**src/rtl/ucaspian_neuron_arbiter.sv**
```systemverilog
// Round-robin merge of NUM_REQ charge streams into one registered neuron slot; 1 cycle req->neuron_vld.
// Backpressure: req_rdy drops while the slot is full and stalled, or while hold is high.
module ucaspian_neuron_arbiter #(
    parameter int NUM_REQ = 2,
    localparam int PW = (NUM_REQ > 1) ? $clog2(NUM_REQ) : 1
) (
    input  logic                    clk,
    input  logic                    reset,
    input  logic                    hold,
    input  logic [NUM_REQ*8-1:0]    req_addr,
    input  logic [NUM_REQ*16-1:0]   req_charge,
    input  logic [NUM_REQ-1:0]      req_vld,
    output logic [NUM_REQ-1:0]      req_rdy,
    output logic [7:0]              neuron_addr,
    output logic [15:0]             neuron_charge,
    output logic                    neuron_vld,
    input  logic                    neuron_rdy,
    output logic [PW-1:0]           last_grant,
    output logic                    idle
);

    logic [PW-1:0] ptr;
    logic [PW-1:0] sel;
    logic          found;
    logic          load;
    logic          xfer;
    logic          vld_next;
    int            j;

    // Scan from the saved pointer with wraparound; first valid requester wins.
    always_comb begin
        sel   = '0;
        found = 1'b0;
        j     = 0;
        for (int k = 0; k < NUM_REQ; k++) begin
            j = int'(ptr) + k;
            if (j >= NUM_REQ) begin
                j = j - NUM_REQ;
            end
            if (!found && req_vld[j]) begin
                found = 1'b1;
                sel   = PW'(j);
            end
        end
    end

    assign load     = ~reset & ~hold & (~neuron_vld | neuron_rdy);
    assign xfer     = load & found;
    assign vld_next = xfer | (neuron_vld & ~neuron_rdy);

    always_comb begin
        req_rdy = '0;
        if (xfer) begin
            req_rdy[sel] = 1'b1;
        end
    end

    always_ff @(posedge clk) begin
        if (reset) begin
            neuron_vld    <= 1'b0;
            neuron_addr   <= '0;
            neuron_charge <= '0;
            ptr           <= '0;
            last_grant    <= '0;
            idle          <= 1'b1;
        end else begin
            neuron_vld <= vld_next;
            idle       <= ~vld_next & ~|req_vld;
            if (xfer) begin
                neuron_addr   <= req_addr[int'(sel)*8 +: 8];
                neuron_charge <= req_charge[int'(sel)*16 +: 16];
                ptr           <= (int'(sel) == NUM_REQ - 1) ? '0 : sel + PW'(1);
                last_grant    <= sel;
            end
        end
    end

endmodule

```
**config.mk**
```make
export PLATFORM = sky130hd
export DESIGN_NAME = ucaspian_neuron_arbiter
export DESIGN_NICKNAME = d
export VERILOG_FILES = /design/src/rtl/ucaspian_neuron_arbiter.sv
export SDC_FILE = /design/constraint.sdc
export NUM_CORES = 1
export LEC_CHECK = 0
export CAP_MARGIN = 20
export CORE_UTILIZATION = 36
export DETAILED_ROUTE_END_ITERATION = 10
export PLACE_DENSITY = 0.75
export SYNTH_ARGS = -nofsm -noshare
export SYNTH_HDL_FRONTEND = slang
export SYNTH_SLANG_ARGS = --single-unit
```
**constraint.sdc**
```tcl
create_clock -name clk -period 1.6 [get_ports clk]
set_input_delay 0.24 -clock clk [delete_from_list [all_inputs] [get_ports clk]]
set_output_delay 0.24 -clock clk [all_outputs]
set_load 0.1 [all_outputs]
```
# ---- Yosys cells after proc, flatten, opt, wreduce, memory -nomap -nowiden
# Index checks and enable logic that the tools add are counted.
# W data, S select, Z words.
dict set report op_classes {
  magnitude_cmp 6
  n_mux 16
  addsub 4
  n_shift 2
  n_reduce_logical 5
  n_bitwise 12
}
# op count
set op_table {}
lappend op_table {{$lt A32 B3 Y1 const B} 2}
lappend op_table {{$mux W32} 2}
lappend op_table {{$shiftx A32 B6 Y16} 1}
lappend op_table {{$shiftx A16 B5 Y8} 1}
lappend op_table {{$mux W1} 12}
lappend op_table {{$and A1 B1 Y1} 5}
lappend op_table {{$not A1 Y1} 5}
lappend op_table {{$sub A1 B2 Y3 const B} 1}
lappend op_table {{$sub A2 B2 Y3 const B} 1}
lappend op_table {{$add A1 B1 Y2 const B} 1}
lappend op_table {{$ge A1 B2 Y1 const B} 1}
lappend op_table {{$ge A2 B2 Y1 const B} 1}
lappend op_table {{$logic_and A1 B1 Y1} 2}
lappend op_table {{$logic_not A1 Y1} 2}
lappend op_table {{$lt A1 B2 Y1 const B} 1}
lappend op_table {{$mux W2} 1}
lappend op_table {{$or A1 B1 Y1} 2}
lappend op_table {{$reduce_or A2 Y1} 1}
lappend op_table {{$add A1 B1 Y1 const B} 1}
lappend op_table {{$demux W1 S1} 1}
lappend op_table {{$ge A1 B1 Y1 const B} 1}
dict set report totals {
  ff_bits 28
  inputBits 54
  out_inout_bits 29
  wordCells 51
}

# ---- Longest topological paths before layout
dict set report depth {
  depth_word 14
  depth_mapped 7
  depth_no_buf 5
}

# ---- Least setup slack after synthesis
# OpenSTA, ideal clock, no wires.
dict set report synth_timing {
  path_type {flip-flop to output port}
  start {register neuron_vld}
  end {output port req_rdy[0]}
  required_ps 1360
  stages_incl_launch_ff 6
  setup_slack_ps -1454
  n_path_buf 2
  t_arrival_ps 2814
  cell_sequence {dfxtp_1 > nor2b_1 > or3_1 > buf_6 > buf_6 > nor2_1}
}
dict set report synth_via {
  elab_chain_cells 5
}
# item line_no
set synth_rtl {}
lappend synth_rtl {{start: declaration} 16} ;# output logic neuron_vld,
lappend synth_rtl {{start signal: assignment} 67} ;# neuron_vld <= vld_next;
lappend synth_rtl {{$not A1 Y1} 47} ;# assign load = ~reset & ~hold & (~neuron_vld | neuron_rdy);
lappend synth_rtl {{$or A1 B1 Y1} 47}
lappend synth_rtl {{$and A1 B1 Y1} 47}
lappend synth_rtl {{$and A1 B1 Y1} 48} ;# assign xfer = load & found;
lappend synth_rtl {{$mux W2} 53} ;# if (xfer) begin
lappend synth_rtl {{end: declaration} 13} ;# output logic [NUM_REQ-1:0] req_rdy,
# No other way between the ends.

# ---- Worst setup path in the final report
# Ends and elaborated chain as after synthesis.

==> results_dict.tcl <==
set metrics [dict create \
    status "finished, violations left" \
    violations "negative setup slack" \
    antennaDiodeCount 0 \
    r2r-end "neuron_charge[8]" \
    power.total_mw 2.17 \
    synth_most_common_cell "dfxtp_1" \
    cellLeakagePower_nw 1.11 \
    synthTopCellsByCount "dfxtp_1 (28), nand2_1 (27), nor2_1 (27)" \
    syn-cell-area_sq_um 1300 \
    cts-hold-fix-buffers 0 \
    final_layout_size_suffix_gt1_share_pct 37.1 \
    end_kind "output port" \
    first_pass_iters 4 \
    die_area_sq_um 3870 \
    synth_seq_cells 28 \
    slew_headroom_pct 76.5 \
    setup_ws_ps -126 \
    dr_wl_met3_microns 310 \
    highest_layer "met4" \
    routedWlPerCell_microns 16.3 \
    n_fill_cell 201 \
    min_path_type "in -> reg" \
    worstPathArrival_ps 1490 \
    finalCritPeriodShare_pct 108 \
    row_count 21 \
    synth_nets 209 \
    place_ws_ps -299 \
    num_vias 1524 \
    wl_microns 4850 \
    synthCells 155 \
    drt_iter0_drc 70 \
    chipHeight_microns 62.2 \
    numPortBuffers 82 \
    die_w_microns 62.2 \
    synth-main-ff-cell "dfxtp_1" \
    clkSinkCount 28 \
    path_max_fanout 2 \
    min_path_cells 4 \
    drv_slew 0 \
    htreeDepth 1 \
    yosys_warnings 0 \
    yosysTopAreaCellShare_pct 43.0 \
    cts_buffer_depth 2 \
    netlist_top_cells_area "dfxtp_1 (43%), a211oi_1 (14%), a21oi_2 (12%)" \
    yosys.area.top_type "dfxtp_1" \
    numCtsBuffers 3 \
    tns_ps -223 \
    max-vdd-ir-drop_mv 0.650 \
    antenna_found_initial 0 \
    coreArea_sq_um 3420 \
    wl_met2_microns 2650 \
    viasPerCell 5.13 \
    critPathLaunchType "register" \
    ios 83 \
    final_core_util_pct 81.9 \
    required_ps 1360 \
    rr_startpoint "neuron_vld" \
    power.density_nw_per_um2 777 \
    initial_utilization_pct 38.2 \
    drc 0 \
    synth_edf_count 0 \
    grt.overflow.total 0 \
    routabilityCongestion 0.750 \
    fin_skew_ps 4.24 \
    yosysSeqAreaShare_pct 43.0 \
    final-hold-violation-count 0 \
    reg2reg_depth 8 \
    cap_viol_max_count 0 \
    drt-met1-wl_microns 1840 \
    grt_start_max_net_pins 29 \
    tightest_slew_ps 352 \
    antenna_left 0 \
    reg2reg_slack_ps -10 \
    critPathKind "reg -> out" \
    async_reset_ff_share_pct 0 \
    ys_types 19 \
    setup_viol 4 \
    min_from "hold" \
    clock_latency_ps 330 \
    grt_first_pass_wirelength_microns 7090 \
    hpwl_microns 3220 \
    whs_ps 301 \
    grt_usage_pct 22.6 \
    cts_tree "built" \
    grt_setup_unrepaired "true" \
    cts-root-buf "clkbuf_4" \
    grt_pass1_vias 1603 \
    min_to "neuron_vld" \
    fmax_ghz 0.579 \
    syn2layout_area_growth_pct 114 \
    clk_pin_slew_ps 160 \
    syn-mean-instance-area_sq_um 8.41 \
    nets 306 \
    timing.final.crit_period_ps 1730 \
]
==> registers in the layout (all words and copies together) (netlist names) <==
signal         count
neuron_addr        8
neuron_vld         1
last_grant         1
idle               1
neuron_charge     16
ptr                1
==> final cells by class <==
type	instances	area, sq um	share of cell area [%]
Tap cell	46	57.6	2.06
Timing Repair Buffer	105	1380	49.3
Sequential cell	28	564	20.2
Multi-Input combinational cell	113	742	26.5
Clock buffer	4	47.5	1.70
Inverter	1	7.51	0.268
==> stage by stage <==
stage	instances	instance area, sq um
floorplan	155	1360
global placement	285	2570
detailed placement	285	2570
CTS	295	2680
global route	297	2800
finish	297	2800
==> worst max-delay path by stage <==
stage	from	endpoint	slack, ps
final	neuron_vld	req_rdy[0]	-130
after global routing	neuron_vld	req_rdy[0]	-170
after CTS	neuron_vld	req_rdy[0]	-180
after detailed placement	req_vld[0]	neuron_charge[8]	-300
after global placement	hold	req_rdy[0]	-270
after floorplan	neuron_vld	req_rdy[0]	-310
==> worst max-delay path: stages (launching register included) <==
cell and delay [ps]:
dfxtp_4 370, nor2b_4 120, or3_4 360, nor2_4 120, buf_12 180
==> what timing repair did <==
action,CTS,global route
setup buffers,6,1
gates cloned,0,2
gates resized for setup,6,14
pin swaps,4,7
setup endpoints to repair,2,27
==> metal layers <==
layer  vias up  track usage [%]
met5         -                0
met1       723             24.6
met4         0             3.49
met3         8             5.51
li1        725                -
met2        68             44.2
==> kinds of logic after synthesis <==
family / Yosys count / share of synthesized area [%]
buf+inv: 14 / 7.01
flops: 28 / 43.0
compound gates: 52 / 30.4
simple gates: 61 / 19.6
==> cell usage in the layout, fill, tap and decap left out <==
master	netlist	routed
a211oi_1	24	15
a211oi_2	0	9
a21o_1	1	1
a21oi_1	8	8
a21oi_2	18	18
and2_4	0	1
buf_12	0	32
buf_4	4	15
buf_6	3	1
buf_8	0	2
clkbuf_16	0	3
clkbuf_4	0	3
clkdlybuf4s50_1	0	49
clkinvlp_4	0	1
dfxtp_1	28	27
dfxtp_4	0	1
dlygate4sd2_1	0	2
dlymetal6s2s_1	0	2
nand2_1	27	26
nand2_4	0	1
nand2b_1	2	1
nand2b_4	0	1
nor2_1	27	26
nor2_4	0	1
nor2b_4	0	1
nor3_1	1	1
nor3_4	1	1
o21bai_4	0	1
or3_4	0	1
==> report_power, final <==
group	total [mW]	internal [mW]	switching [mW]
registers	0.791	0.744	0.0474
logic	0.966	0.416	0.550
clock network	0.416	0.191	0.225
total	2.17	1.35	0.822
Power figures use the tool's default switching activity.
